===== src/rtl/coin_pkg.sv =====
// -----------------------------------------------------------------------------
// coin_pkg
// Shared definitions for the coin validator and its consumers (e.g. the coin
// casher): coin code enum, validator FSM state enum, per-coin acceptance
// windows (diameter / mass, ADC units, inclusive) and a window-match helper.
// -----------------------------------------------------------------------------
package coin_pkg;

    // Coin codes as seen on inserted_coin.
    typedef enum logic [2:0] {
        NONE    = 3'b000,
        NICKEL  = 3'b001,
        DIME    = 3'b010,
        QUARTER = 3'b011,
        DOLLAR  = 3'b100,
        TOONIE  = 3'b101,
        INVALID = 3'b111
    } coin_code_e;

    // Validator FSM states; also exported on the validator debug port.
    typedef enum logic [2:0] {
        IDLE       = 3'd0,
        DEBOUNCE   = 3'd1,
        SAMPLE     = 3'd2,
        CLASSIFY   = 3'd3,
        EMIT       = 3'd4,
        WAIT_CLEAR = 3'd5,
        HOLDOFF    = 3'd6
    } vld_state_e;

    // Acceptance windows, inclusive on both ends.
    localparam logic [7:0] NICKEL_DIAM_MIN  = 8'd168;
    localparam logic [7:0] NICKEL_DIAM_MAX  = 8'd178;
    localparam logic [7:0] NICKEL_MASS_MIN  = 8'd75;
    localparam logic [7:0] NICKEL_MASS_MAX  = 8'd85;

    localparam logic [7:0] DIME_DIAM_MIN    = 8'd140;
    localparam logic [7:0] DIME_DIAM_MAX    = 8'd150;
    localparam logic [7:0] DIME_MASS_MIN    = 8'd28;
    localparam logic [7:0] DIME_MASS_MAX    = 8'd40;

    localparam logic [7:0] QUARTER_DIAM_MIN = 8'd186;
    localparam logic [7:0] QUARTER_DIAM_MAX = 8'd196;
    localparam logic [7:0] QUARTER_MASS_MIN = 8'd68;
    localparam logic [7:0] QUARTER_MASS_MAX = 8'd78;

    localparam logic [7:0] DOLLAR_DIAM_MIN  = 8'd207;
    localparam logic [7:0] DOLLAR_DIAM_MAX  = 8'd217;
    localparam logic [7:0] DOLLAR_MASS_MIN  = 8'd130;
    localparam logic [7:0] DOLLAR_MASS_MAX  = 8'd150;

    localparam logic [7:0] TOONIE_DIAM_MIN  = 8'd218;
    localparam logic [7:0] TOONIE_DIAM_MAX  = 8'd230;
    localparam logic [7:0] TOONIE_MASS_MIN  = 8'd165;
    localparam logic [7:0] TOONIE_MASS_MAX  = 8'd185;

    typedef struct packed {
        logic [7:0] diam_min;
        logic [7:0] diam_max;
        logic [7:0] mass_min;
        logic [7:0] mass_max;
    } coin_window_t;

    localparam coin_window_t NICKEL_WIN  = '{diam_min: NICKEL_DIAM_MIN,  diam_max: NICKEL_DIAM_MAX,
                                            mass_min: NICKEL_MASS_MIN,  mass_max: NICKEL_MASS_MAX};
    localparam coin_window_t DIME_WIN    = '{diam_min: DIME_DIAM_MIN,    diam_max: DIME_DIAM_MAX,
                                            mass_min: DIME_MASS_MIN,    mass_max: DIME_MASS_MAX};
    localparam coin_window_t QUARTER_WIN = '{diam_min: QUARTER_DIAM_MIN, diam_max: QUARTER_DIAM_MAX,
                                            mass_min: QUARTER_MASS_MIN, mass_max: QUARTER_MASS_MAX};
    localparam coin_window_t DOLLAR_WIN  = '{diam_min: DOLLAR_DIAM_MIN,  diam_max: DOLLAR_DIAM_MAX,
                                            mass_min: DOLLAR_MASS_MIN,  mass_max: DOLLAR_MASS_MAX};
    localparam coin_window_t TOONIE_WIN  = '{diam_min: TOONIE_DIAM_MIN,  diam_max: TOONIE_DIAM_MAX,
                                            mass_min: TOONIE_MASS_MIN,  mass_max: TOONIE_MASS_MAX};

    // True when both measurements fall inside the window (inclusive).
    function automatic logic in_window(input logic [7:0] diam,
                                       input logic [7:0] mass,
                                       input coin_window_t win);
        return (diam >= win.diam_min) && (diam <= win.diam_max) &&
               (mass >= win.mass_min) && (mass <= win.mass_max);
    endfunction

endpackage


===== src/rtl/coin_classifier.sv =====
// -----------------------------------------------------------------------------
// coin_classifier
// Purely combinational: maps averaged diameter / mass to a coin code. Windows
// are tested in code order NICKEL..TOONIE and the first match wins; no match
// yields INVALID.
//
// Ports
//   avg_diam  in  [7:0]  averaged diameter (ADC units)
//   avg_mass  in  [7:0]  averaged mass (ADC units)
//   code      out [2:0]  coin code (coin_code_e)
// -----------------------------------------------------------------------------
module coin_classifier
    import coin_pkg::*;
(
    input  logic [7:0] avg_diam,
    input  logic [7:0] avg_mass,
    output coin_code_e code
);

    always_comb begin
        code = INVALID;
        if (in_window(avg_diam, avg_mass, NICKEL_WIN)) begin
            code = NICKEL;
        end else if (in_window(avg_diam, avg_mass, DIME_WIN)) begin
            code = DIME;
        end else if (in_window(avg_diam, avg_mass, QUARTER_WIN)) begin
            code = QUARTER;
        end else if (in_window(avg_diam, avg_mass, DOLLAR_WIN)) begin
            code = DOLLAR;
        end else if (in_window(avg_diam, avg_mass, TOONIE_WIN)) begin
            code = TOONIE;
        end
    end

endmodule


===== src/rtl/coin_validator.sv =====
// -----------------------------------------------------------------------------
// coin_validator
// Synchronizes the raw coin sensor, debounces it, averages four diameter and
// mass samples, classifies the coin and emits a one-cycle result pulse. After
// the coin leaves the chute a hold-off interval is enforced before the next
// coin can be accepted.
//
// Handshake: there is no back-pressure. coin_insert / coin_unknown are
// single-cycle valid strobes (never both high); inserted_coin is valid in the
// strobe cycle and holds its value until the next strobe or reset.
//
// Ports
//   clk            in       system clock, rising edge
//   reset          in       synchronous, active-high
//   coin_present   in       raw asynchronous chute sensor
//   coin_diam      in [7:0] diameter, valid while coin present
//   coin_mass      in [7:0] mass, valid while coin present
//   coin_insert    out      one-cycle pulse: recognised coin
//   inserted_coin  out [2:0] coin code, updated only with a result pulse
//   coin_unknown   out      one-cycle pulse: no window matched
//   busy           out      high whenever the FSM is not IDLE
//   dbg_state      out [2:0] current FSM state (debug visibility)
// -----------------------------------------------------------------------------
module coin_validator
    import coin_pkg::*;
#(
    parameter int unsigned DEBOUNCE_CYCLES = 4,
    parameter int unsigned HOLDOFF_CYCLES  = 8
) (
    input  logic       clk,
    input  logic       reset,
    input  logic       coin_present,
    input  logic [7:0] coin_diam,
    input  logic [7:0] coin_mass,
    output logic       coin_insert,
    output logic [2:0] inserted_coin,
    output logic       coin_unknown,
    output logic       busy,
    output vld_state_e dbg_state
);

    // One counter is shared by DEBOUNCE and HOLDOFF; size it for the larger.
    localparam int unsigned CNT_MAX = (DEBOUNCE_CYCLES > HOLDOFF_CYCLES) ?
                                      DEBOUNCE_CYCLES : HOLDOFF_CYCLES;
    localparam int unsigned CNT_W   = $clog2(CNT_MAX + 1);

    // Counter value on the final cycle of each timed state.
    localparam logic [CNT_W-1:0] DEB_LAST  = CNT_W'(DEBOUNCE_CYCLES - 1);
    localparam logic [CNT_W-1:0] HOLD_LAST = CNT_W'(HOLDOFF_CYCLES - 1);

    vld_state_e       state_q,         state_d;
    logic             sync1_q,         sync1_d;
    logic             sync2_q,         sync2_d;
    logic [CNT_W-1:0] cnt_q,           cnt_d;
    logic [1:0]       samp_cnt_q,      samp_cnt_d;
    logic [9:0]       diam_sum_q,      diam_sum_d;
    logic [9:0]       mass_sum_q,      mass_sum_d;
    logic             coin_insert_q,   coin_insert_d;
    logic             coin_unknown_q,  coin_unknown_d;
    coin_code_e       inserted_coin_q, inserted_coin_d;
    logic             busy_q,          busy_d;

    logic             sync_present;
    logic [7:0]       avg_diam;
    logic [7:0]       avg_mass;
    coin_code_e       class_code;

    assign sync_present = sync2_q;

    // Average of four samples: divide by four, truncating.
    assign avg_diam = 8'(diam_sum_q >> 2);
    assign avg_mass = 8'(mass_sum_q >> 2);

    coin_classifier u_classifier (
        .avg_diam (avg_diam),
        .avg_mass (avg_mass),
        .code     (class_code)
    );

    always_comb begin
        sync1_d         = coin_present;
        sync2_d         = sync1_q;
        state_d         = state_q;
        cnt_d           = cnt_q;
        samp_cnt_d      = samp_cnt_q;
        diam_sum_d      = diam_sum_q;
        mass_sum_d      = mass_sum_q;
        inserted_coin_d = inserted_coin_q;
        // Result strobes are asserted for exactly one cycle by default.
        coin_insert_d   = 1'b0;
        coin_unknown_d  = 1'b0;

        case (state_q)
            IDLE: begin
                if (sync_present) begin
                    state_d = DEBOUNCE;
                    cnt_d   = '0;
                end
            end

            DEBOUNCE: begin
                if (!sync_present) begin
                    state_d = IDLE;
                    cnt_d   = '0;
                end else if (cnt_q == DEB_LAST) begin
                    state_d    = SAMPLE;
                    cnt_d      = '0;
                    samp_cnt_d = '0;
                    diam_sum_d = '0;
                    mass_sum_d = '0;
                end else begin
                    cnt_d = cnt_q + CNT_W'(1);
                end
            end

            SAMPLE: begin
                if (!sync_present) begin
                    // Coin left mid-measurement: drop the partial sums.
                    state_d    = IDLE;
                    samp_cnt_d = '0;
                    diam_sum_d = '0;
                    mass_sum_d = '0;
                end else begin
                    diam_sum_d = diam_sum_q + {2'b00, coin_diam};
                    mass_sum_d = mass_sum_q + {2'b00, coin_mass};
                    samp_cnt_d = samp_cnt_q + 2'd1;
                    if (samp_cnt_q == 2'd3) begin
                        state_d = CLASSIFY;
                    end
                end
            end

            CLASSIFY: begin
                // Result is registered so the strobe and code appear together
                // in the EMIT cycle.
                state_d         = EMIT;
                inserted_coin_d = class_code;
                coin_insert_d   = (class_code != INVALID);
                coin_unknown_d  = (class_code == INVALID);
            end

            EMIT: begin
                state_d = WAIT_CLEAR;
            end

            WAIT_CLEAR: begin
                if (!sync_present) begin
                    state_d = HOLDOFF;
                    cnt_d   = '0;
                end
            end

            HOLDOFF: begin
                // The sensor is ignored here; a coin still present when the
                // interval ends is picked up from IDLE as a new coin.
                if (cnt_q == HOLD_LAST) begin
                    state_d = IDLE;
                    cnt_d   = '0;
                end else begin
                    cnt_d = cnt_q + CNT_W'(1);
                end
            end

            default: begin
                state_d = IDLE;
                cnt_d   = '0;
            end
        endcase

        busy_d = (state_d != IDLE);
    end

    always_ff @(posedge clk) begin
        if (reset) begin
            state_q         <= IDLE;
            sync1_q         <= 1'b0;
            sync2_q         <= 1'b0;
            cnt_q           <= '0;
            samp_cnt_q      <= '0;
            diam_sum_q      <= '0;
            mass_sum_q      <= '0;
            coin_insert_q   <= 1'b0;
            coin_unknown_q  <= 1'b0;
            inserted_coin_q <= NONE;
            busy_q          <= 1'b0;
        end else begin
            state_q         <= state_d;
            sync1_q         <= sync1_d;
            sync2_q         <= sync2_d;
            cnt_q           <= cnt_d;
            samp_cnt_q      <= samp_cnt_d;
            diam_sum_q      <= diam_sum_d;
            mass_sum_q      <= mass_sum_d;
            coin_insert_q   <= coin_insert_d;
            coin_unknown_q  <= coin_unknown_d;
            inserted_coin_q <= inserted_coin_d;
            busy_q          <= busy_d;
        end
    end

    assign coin_insert   = coin_insert_q;
    assign coin_unknown  = coin_unknown_q;
    assign inserted_coin = inserted_coin_q;
    assign busy          = busy_q;
    assign dbg_state     = state_q;

endmodule


===== config.mk =====
export PLATFORM = sky130hd
export DESIGN_NAME = coin_validator
export DESIGN_NICKNAME = d
export VERILOG_FILES = /design/src/rtl/coin_pkg.sv /design/src/rtl/coin_classifier.sv /design/src/rtl/coin_validator.sv
export SDC_FILE = /design/constraint.sdc
export NUM_CORES = 1
export LEC_CHECK = 0
export CAP_MARGIN = 15
export CORE_AREA = 3 3 93 95
export DETAILED_ROUTE_END_ITERATION = 10
export DIE_AREA = 0 0 96 98
export SLEW_MARGIN = 10
export SYNTH_ARGS = -nofsm -noshare
export SYNTH_HDL_FRONTEND = slang
export SYNTH_SLANG_ARGS = --single-unit

===== constraint.sdc =====
create_clock -name clk -period 2.4 [get_ports clk]
set_input_delay 0.72 -clock clk [delete_from_list [all_inputs] [get_ports clk]]
set_output_delay 0.72 -clock clk [all_outputs]
set_load 0.03 [all_outputs]

# Yosys cells after proc, flatten, opt, wreduce, memory -nomap -nowiden
# Cells that the tools add are included.
# word_totals
reg_bits	37
inputBits	19
out_inout_bits	9
# classes
magnitude_cmp	20
n_addsub	4
bitwise	2
n_mux	29
n_reduce_logical	22
n_eq_ne	15
# op_table
op	n
greater-or-equal comparator 8 bit (second input constant)	7
less-or-equal comparator 8 bit (second input constant)	7
2-to-1 mux 10 bit	4
case mux 10 bit (2 select lines)	2
2-to-1 mux 3 bit	11
case mux 3 bit (7 select lines)	1
adder 10 x 8 -> 10 bit	2
2-to-1 mux 4 bit	5
case mux 4 bit (5 select lines)	1
greater-or-equal comparator 8 x 7 -> 1 bit (second input constant)	2
less-or-equal comparator 8 x 7 -> 1 bit (second input constant)	2
logical AND 1 bit	15
equality test 3 bit (second input constant)	4
greater-or-equal comparator 8 x 5 -> 1 bit (second input constant)	1
less-or-equal comparator 8 x 6 -> 1 bit (second input constant)	1
2-to-1 mux 2 bit	4
!= test 2 bit (second input constant)	4
equality test 3 x 2 -> 1 bit (second input constant)	2
AND reduction 3 bit	2
adder 4 x 1 -> 4 bit (second input constant)	1
equality test 4 x 2 -> 1 bit (second input constant)	1
equality test 4 x 3 -> 1 bit (second input constant)	1
case mux 2 bit (2 select lines)	1
equality test 3 x 1 -> 1 bit (second input constant)	1
9 further kinds	10

# Logic depth before layout (Yosys ltp)
# Gate-level depths: netlist of run 1.
# logic_depth
ltp_word	10
depth_mapped	8

# Hierarchy
# A second synthesis of run 1 with hierarchy kept.
# unflattened
cells_unflattened	323
area_unflattened_um2	2687.6
# by_module_without_submodules
module	n_inst	seq_area_each_um2	cells_per_inst	area_per_inst_um2
coin_validator	1	740.7	272	2327.2
coin_classifier	1	0.0	51	360.3

# Least setup slack after synthesis of run 1
# Ideal clock, no wire load.
# synth_path
path_kind	input to register
startpoint	input coin_diam[0]
endpoint	register diam_sum_q[8]
cell_stages	7
required_ns	2.278
t_arrival_ns	2.397
setup_slack_ns	-0.119
setup_time_ns	0.122
cell_sequence	ha_1 -> fa_1 -> a21o_1 -> a211o_1 -> a2111oi_4 -> o31ai_1 -> a21boi_1
# synth_between
elab_chain_cells	3
# synth_rtl
item	line_no	source
from (decl)	coin_validator.sv:33	input logic [7:0] coin_diam,
adder 10 x 8 -> 10 bit	coin_validator.sv:124	diam_sum_d = diam_sum_q + {2'b00, coin_diam};
2-to-1 mux 10 bit	coin_validator.sv:117	if (!sync_present) begin
case mux 10 bit (2 select lines)	coin_validator.sv:93	case (state_q)
to (signal assigned)	coin_validator.sv:192	diam_sum_q <= diam_sum_d;
to (decl)	coin_validator.sv:56	logic [9:0] diam_sum_q, diam_sum_d;
# No other way between the ends.
# A chain may end at the register's enable or synchronous reset.

# Worst setup path in the final report of run 1
# layout_path
startpoint	register state_q[0], in the netlist dbg_state[0]
endpoint	output dbg_state[0]
# layout_lines
item	line_no	source
from (decl)	coin_validator.sv:51	vld_state_e state_q, state_d;
from (signal assigned)	coin_validator.sv:187	state_q <= state_d;
to (decl)	coin_validator.sv:39	output vld_state_e dbg_state
# No word-level cell between the ends.

==> results of run 1 <==
==> how the worst max path moves through the flow <==
| stage | start | to | slack, ns | cells past startpoint |
|---|---|---|---|---|
| finish | dbg_state[0] | dbg_state[0] | 0.08 | 1 |
| CTS | coin_mass[0] | mass_sum_q[8] | 0.02 | 8 |
| global route | dbg_state[0] | dbg_state[0] | -0.003 | 1 |
| floorplan | coin_mass[0] | mass_sum_q[8] | 0.01 | 7 |
| global placement | coin_mass[0] | mass_sum_q[8] | -0.57 | 8 |
| detailed placement | coin_mass[0] | mass_sum_q[8] | -0.62 | 8 |
==> where the power goes <==
part / leakage [nW] / total, W / internal, W / switching, W
logic: 1.05 / 0.000133 / 0.0000690 / 0.0000643
registers: 0.299 / 0.000629 / 0.000619 / 0.0000103
clock network: 0.0445 / 0.000461 / 0.000206 / 0.000254
total: 1.40 / 0.00122 / 0.000894 / 0.000329
==> through the flow <==
| step | setup TNS [ns] | std cells | total power (W) | worst slack, ns | area (um2) |
|---|---|---|---|---|---|
| floorplan | 0 | 332 | 0.000707 | 0.0147 | 2740 |
| global placement | -3.69 | 474 | 0.000771 | -0.566 | 3270 |
| detailed placement | -4.02 | 474 | 0.000772 | -0.616 | 3270 |
| CTS | 0 | 485 | 0.00123 | 0.0151 | 3420 |
| global route | -0.00324 | 486 | 0.00127 | -0.00324 | 3480 |
| finish | 0 | 486 | 0.00122 | 0.0817 | 3480 |
==> cells in the final DEF, fill, tap and decap left out, types with 3 or more instances in the layout <==
cell type,n
o21a_1,3
a21o_1,6
buf_4,37
nor2_1,38
o31ai_1,7
a22o_1,4
dfxtp_1,37
nand2b_1,6
o211ai_1,4
clkdlybuf4s50_1,22
a221oi_1,3
nor3b_1,8
a211oi_1,8
o21ai_2,3
nor2b_1,8
xor2_1,5
inv_1,8
o21ai_0,21
nand3_1,4
a22oi_1,10
a41oi_1,4
a21oi_1,20
a31o_2,3
nand3b_1,3
clkbuf_8,5
a31oi_1,5
ha_1,15
nand2_1,20
nor3_1,3
==> area by class of cell <==
class | count | area share
repair buffers | 64 | 0.157
clock buffers | 5 | 0.0197
multi-input cells | 266 | 0.558
flip-flops and latches | 37 | 0.213
well taps | 102 | 0.0366
inverters | 9 | 0.00969
clock inverters | 3 | 0.00610
==> registers in the layout, indices dropped and copies added (netlist names), 2 cells and up <==
signal / count
cnt_q: 4
dbg_state: 3
diam_sum_q: 10
inserted_coin: 3
mass_sum_q: 10
samp_cnt_q: 2
==> cell families (layout without fill, tap and decap cells) <==
| group | Yosys count | after routing | synth area share |
|---|---|---|---|
| AND/OR/NAND/NOR | 104 | 104 | 0.196 |
| buffers and inverters | 29 | 81 | 0.0558 |
| adder cells (fa/ha/maj) | 20 | 20 | 0.0970 |
| flip-flops | 37 | 37 | 0.271 |
| XOR/XNOR | 7 | 7 | 0.0224 |
| AO/OA/AOI/OAI | 135 | 135 | 0.358 |
==> metal layers <==
metal / vias up / GRT usage / share of wire
met5: - / 0 / 0
met4: 0 / 0.0470 / 0.020
met3: 14 / 0.0331 / 0.048
met2: 75 / 0.236 / 0.46
met1: 1231 / 0.207 / 0.47
li1: 1362 / - / -
==> timing repair <==
action,CTS,global route
hold endpoints to repair,0,0
setup buffers,3,1
setup endpoints to repair,8,6
gates resized for setup,18,14
pin swaps,9,8
==> impl_results.md, run 1 <==
- Status: finished clean
- Async SR Flop Fraction: 0
- Synth Area per Inst: 8.24 um2
- Max-cap violations: 0
- Family with the most delay on the worst path: buffers and inverters
- Crit-path max FO: 11
- Fillers: 797
- Commonest cells in the netlist: 38 x nor2_1, 37 x dfxtp_1, 27 x o21ai_0, 21 x a21oi_1, 20 x nand2_1
- Layout Nets: 422
- Crit path kind: reg -> out
- Die Wd: 96 um
- Slowest cell on crit path: clkdlybuf4s50_1
- Worst min-delay path endpoint: sync2_q
- Pwr dens: 351 mW/mm2
- Worst Setup End Kind: output port
- Worst Path Required: 1.68 ns
- Number of antenna diodes: 0
- R2R Setup Slk: 0.28 ns
- Area growth, synth to finish: 27.4%
- Worst skew pair latency: 0.30 ns
- DR pass1 iterations: 4
- Routed WL: 7050 um
- Clock-pin slew on the worst setup and hold paths: 0.09 ns
- Initial core utilization: 0.350
- Synth area leaders: dfxtp_1 27%, ha_1 8.2%, nor2_1 5.2%
- Slew @ Worst Pin: 0.557 ns
- Most used DFF post-synth: dfxtp_1
- Fin Clk Skew: 0.0143 ns
- Critical Path AT: 1.60 ns
- Synth unique cells: 65
- RR Endpoint: diam_sum_q[8]
- Count leader, synth: nor2_1
- Area share of the largest cell type after synthesis: 0.271
- Cell Rows: 32
- Synth area leader: dfxtp_1
- Vias/cell: 5.52
- Fraction of layout cells with a size suffix above 1: 0.203
- GRT Residual Overflow: 0
- Post-Synthesis Cells: 332
- Synth warn: 0
- Worst r2r src: diam_sum_q[0]
- Util after Layout: 0.446
- Final Setup Violations: 0
- Detail Route Antenna Nets: 0
- Clk buf depth: 2
- Max Fclk: 431 MHz
- Leak: 1.40 nW
- Peak supply drop: 0.186 mV
- Final min period: 2.32 ns
- Final Wtd Congestion: 0.903
- Sink Count: 37
- # DRC: 0
- Largest net degree at the start of global routing: 22
- Top Ports: 28
- Type of the worst min-delay path: reg -> reg
- Hold-fix buffers, CTS: 0
- CTS tree: built
- Cell Area, Synth: 0.00274 mm2
- Die area: 0.00941 mm2
- Hold Path Cell Cnt: 1
- Routed len/inst: 14.5 um
- Cell Chain, Critical Path: clkdlybuf4s50_1
- Final hold slack: 0.437 ns
- Final period util: 0.966
- Worst hold start: sync1_q
- H-tree depth: 2
- First-pass GRT wire length: 11500 um
- CORE AREA: 0.00781 mm2
- R2R cell count: 7
- CTS buffer count: 5
- Number of enable flip-flop cells after synthesis: 0
- Relative slew margins: 0.626
- Slowest cell delay on critical path: 0.74 ns
- Multi-input gate area: 0.00195 mm2
- Initial antenna violation count: 0
- Number of port buffers: 27
- Buffers & Inverters on Critical Path: 1
- Slew Limit Fails: 0
- Sequential share of the synthesized area: 0.271
- Critical Path Start Type: flop
- Clock Tree Root: clkbuf_8
- Post-synth net total: 371
- Vias in the first global route: 2443
- #FFs+latches synth: 37
- Die height: 98 um
- Routed vias: 2682
- Final hold viol count: 0
- GRT Util Overall: 0.151
- Post-DP HPWL: 5080 um
- Register area: 741 um2
- First-iteration detailed-routing DRC count: 216
No activity file was read; power rests on OpenSTA's default activity.
==> run 2, diff against run 1 <==
--- a/config.mk
+++ b/config.mk
@@ -9,7 +9,8 @@
 export CORE_AREA = 3 3 93 95
 export DETAILED_ROUTE_END_ITERATION = 10
 export DIE_AREA = 0 0 96 98
-export SLEW_MARGIN = 10
+export PLACE_DENSITY_LB_ADDON = 0.1
+export SLEW_MARGIN = 0
 export SYNTH_ARGS = -nofsm -noshare
 export SYNTH_HDL_FRONTEND = slang
 export SYNTH_SLANG_ARGS = --single-unit
==> impl_results.md, run 2 (synthesis results as in run 1) <==
- Status: finished clean
- First-iteration detailed-routing DRC count: 117
- Crit path kind: in -> reg
- Post-route cell area: 0.00348 mm2
- CTS tree: built
- Initial core utilization: 0.350
- Final Setup Violations: 0
- Crit-path max FO: 4
- Slew @ Worst Pin: 0.605 ns
- Final hold viol count: 0
- GRT Residual Overflow: 0
- Detail Route Antenna Nets: 0
- Number of port buffers: 27
- First-pass GRT wire length: 11300 um
- Routed WL: 7010 um
- Die area: 0.00941 mm2
- Most frequent cells in the layout: 38 x nor2_1, 37 x dfxtp_1, 33 x buf_4
- Area growth, synth to finish: 27.1%
- Pwr dens: 373 mW/mm2
- Cell Chain, Critical Path: clkdlybuf4s50_1 -> ha_1 -> a211oi_2 -> buf_4 -> o21ai_2 -> a21o_1 -> a221oi_1 -> nand2_1
- GRT Util Overall: 0.150
- Worst Path Required: 2.57 ns
- # DRC: 0
- Cell Rows: 32
- Register area: 741 um2
- Fillers: 799
- Max Fclk: 429 MHz
- Peak supply drop: 0.190 mV
- Routed vias: 2644
- Fin Clk Skew: 0.0107 ns
- Area post-placement: 0.00326 mm2
- Type of the worst min-delay path: reg -> reg
- Die Wd: 96 um
- Final worst slack: 0.0681 ns
- Post-DP HPWL: 5270 um
- Final Wtd Congestion: 0.815
- CORE AREA: 0.00781 mm2
- Die height: 98 um
- Max-cap violations: 0
- Slowest cell delay on critical path: 0.42 ns
- CTS buffer count: 5
- DP Worst Slack: -0.702 ns
- Leak: 1.39 nW
- Design Power: 0.00130 W
- Worst Setup End Kind: flop
- Final period util: 0.972
- DR pass1 iterations: 4
- Layout Nets: 419
- Initial antenna violation count: 0
- Vias/cell: 5.49
- Sink Count: 37
- Largest net degree at the start of global routing: 22
- Final min period: 2.33 ns
- Vias in the first global route: 2366
- Relative slew margins: 0.594
- Routed len/inst: 14.5 um
- Clock Tree Root: clkbuf_8
- Fraction of layout cells with a size suffix above 1: 0.192
- Clock-pin slew on the worst setup and hold paths: 0.07 ns
- Critical Path Start Type: input port
- Worst skew pair latency: 0.30 ns
- Critical Path AT: 2.50 ns
- Slowest cell on crit path: clkdlybuf4s50_1
- Biggest regs: diam_sum_q: 10 flops, mass_sum_q: 10 flops, cnt_q: 4 flops
- Family with the most delay on the worst path: compound AO/OA/AOI/OAI gates
- Multi-input gate area: 0.00194 mm2
- R2R Setup Slk: 0.28 ns
- H-tree depth: 2
- Slew Limit Fails: 0
- Number of antenna diodes: 0
- Top Ports: 28
- Most common cell after layout, fill and taps aside: nor2_1
- Buffers & Inverters on Critical Path: 2
- Clk buf depth: 2
==> run 2: cell count changes in the layout (fill, tap and decap cells not counted), sizes merged <==
cell	change
buf	-3
bufinv	+1
clkinvlp	-1
inv	-1
==> run 2: where the power goes <==
group,internal (W),switching [W]
sequential,0.000619,0.0000104
clock,0.000302,0.000234
combinational,0.0000673,0.0000638
==> run 2: timing repair <==
action	in CTS	in global routing
endpoints found under the setup margin	8	6
hold buffers	0	0
gates resized for setup	20	11
pin swaps	9	10
setup buffers	3	1
hold endpoints to repair	0	0
==> run 2: per-stage QoR <==
step	instances	TNS (ns)	util	hold WS, ns
6_report	482	0	0.445	0.447
5_1_grt	482	-0.00855	0.445	0.465
3_3_place_gp	471	-3.97	0.417	0.431
4_1_cts	481	-0.0162	0.440	0.458
2_1_floorplan	332	0	-	0.414
3_5_place_dp	471	-4.36	0.417	0.433
==> run 2: cell type report <==
class,instances,share of cell area
clock buffer,5,0.0198
timing repair buffer,61,0.152
inverter,9,0.00972
multi-input combinational,266,0.559
tap,102,0.0367
sequential,37,0.213
clock inverter,2,0.0101
==> run 2: path summary, 6_finish.rpt <==
check | start | cells past startpoint | to
worst min register to register | sync1_q | 1 | sync2_q
worst min-delay path | sync1_q | 1 | sync2_q
worst max-delay path | coin_mass[2] | 8 | mass_sum_q[7]
worst max register to register | diam_sum_q[0] | 7 | diam_sum_q[8]
==> run 2: metal layers <==
metal / vias to the layer above / share of wire / GRT usage
li1: 1355 / - / -
met3: 10 / 0.039 / 0.0300
met2: 52 / 0.45 / 0.227
met1: 1227 / 0.49 / 0.210
met4: 0 / 0.016 / 0.0503
met5: - / 0 / 0
==> run 3, diff against run 2 <==
--- a/config.mk
+++ b/config.mk
@@ -7,6 +7,7 @@
 export LEC_CHECK = 0
 export CAP_MARGIN = 15
 export CORE_AREA = 3 3 93 95
+export CTS_BUF_LIST = sky130_fd_sc_hd__clkbuf_16
 export DETAILED_ROUTE_END_ITERATION = 10
 export DIE_AREA = 0 0 96 98
 export PLACE_DENSITY_LB_ADDON = 0.1
==> impl_results.md, run 3 (synthesis results as in run 1) <==
- Peak supply drop: 0.203 mV
- Crit-path max FO: 3
- Multi-input gate area: 0.00195 mm2
- Final Wtd Congestion: 0.815
- Crit path kind: in -> reg
- Sequential power share: 0.421
- GR Layer Usage met1: 0.210
- Worst skew pair latency: 0.28 ns
- H-tree depth: 2
- Top Ports: 28
- Final period util: 0.975
- M3 GR Usage: 0.0277
- Max Fclk: 427 MHz
- Final worst slack: 0.0600 ns
- Unrepaired setup endpoints after global routing: false
- Critical Path Start Type: input port
- Detail Route Antenna Nets: 0
- Post-DP HPWL: 5270 um
- Combinational power share: 0.087
- Fillers: 793
- Slew Limit Fails: 0
- Clock power share: 0.491
- Clock Tree Root: clkbuf_16
- Register area: 741 um2
- Net switching power: 0.000327 W
- Slew @ Worst Pin: 0.590 ns
- Routed vias: 2648
- Worst Setup End Kind: flop
- DR pass1 iterations: 4
- Status: finished clean
- First-pass GRT wire length: 11400 um
- DP Worst Slack: -0.702 ns
- Initial antenna violation count: 0
- Fin Clk Skew: 0.00582 ns
- Vias in the first global route: 2370
- Relative slew margins: 0.604
- GRT Residual Overflow: 0
- Die Wd: 96 um
- Critical Path AT: 2.51 ns
- Final hold viol count: 0
- Largest net degree at the start of global routing: 22
- CORE AREA: 0.00781 mm2
- Final Setup Violations: 0
- Leak: 1.41 nW
- Met2 Resource Use GR: 0.229
- Design Power: 0.00150 W
- Max-cap violations: 0
- Cells after DPL: 471
- First-iteration detailed-routing DRC count: 120
- GRT busiest layer: met2
- Sink Count: 37
- Final hold slack: 0.442 ns
- Number of antenna diodes: 0
- Routed len/inst: 14.5 um
- Pint: 0.00117 W
- CTS buffer count: 5
- # DRC: 0
- Biggest regs: diam_sum_q: 10 flops, mass_sum_q: 10 flops, cnt_q: 4 flops
- CTS tree: built
- Routed WL: 6970 um
- Clk buf depth: 2
- Pwr dens: 423 mW/mm2
- Fraction of layout cells with a size suffix above 1: 0.195
- Die area: 0.00941 mm2
- Initial core utilization: 0.350
- Total Neg Setup Slack: 0 ns
- Final min period: 2.34 ns
- Type of the worst min-delay path: reg -> reg
- GRT Util Overall: 0.150
- Layout Cells excl Fill: 482
- Most frequent cells in the layout: 38 x nor2_1, 37 x dfxtp_1, 33 x buf_4
- Most common cell after layout, fill and taps aside: nor2_1
- Switch share: 0.218
- Area growth, synth to finish: 29.3%
- Cell Rows: 32
- Vias/cell: 5.49
- Layout Nets: 419
- Clock-pin slew on the worst setup and hold paths: 0.06 ns
- Die height: 98 um
- Number of port buffers: 27
- Worst Path Required: 2.57 ns
[run 3: final cells by class]
type	count	share of cell area
Multi-Input combinational cell	266	0.550
Sequential cell	37	0.209
Timing Repair Buffer	61	0.149
Tap cell	102	0.0361
Clock buffer	5	0.0354
Clock inverter	2	0.00991
Inverter	9	0.00955
[run 3: worst paths after layout]
check	startpoint	to	slack, ns	cells past startpoint
setup reg to reg	diam_sum_q[0]	diam_sum_q[8]	0.28	7
hold / removal	sync1_q	sync2_q	0.44	1
setup / recovery	coin_diam[3]	diam_sum_q[8]	0.06	7
hold reg to reg	sync1_q	sync2_q	0.44	1
[run 3: metrics by stage]
step / area, um2 / util
after floorplan: 2740 / -
after global placement: 3260 / 0.417
after detailed placement: 3260 / 0.417
after CTS: 3490 / 0.447
after global routing: 3540 / 0.453
final: 3540 / 0.453
[run 3: critical path: stages]
cell and delay (ns):
clkdlybuf4s50_1 0.40, ha_1 0.30, buf_4 0.14, a211o_1 0.35, a2111oi_4 0.33, o31ai_1 0.10
a21boi_2 0.15
[run 3: routing by layer]
layer,share of wire,vias up
met3,0.042,8
li1,-,1356
met4,0.013,0
met1,0.49,1237
met5,0,-
met2,0.46,47
[run 3: power groups by stage]
stage	combinational (W)	sequential (W)	clock (W)
after global routing	0.000145	0.000631	0.000776
after global placement	0.000127	0.000644	0
after detailed placement	0.000128	0.000644	0
final	0.000131	0.000630	0.000736
after floorplan	0.0000681	0.000639	0
after CTS	0.000131	0.000630	0.000756
[run 3: repair_timing]
| item | in CTS | in global routing |
|---|---|---|
| gates resized for setup | 20 | 12 |
| hold buffers | 0 | 0 |
| setup endpoints to repair | 8 | 7 |
| pin swaps | 9 | 10 |
| setup buffers | 3 | 1 |
| hold endpoints to repair | 0 | 0 |
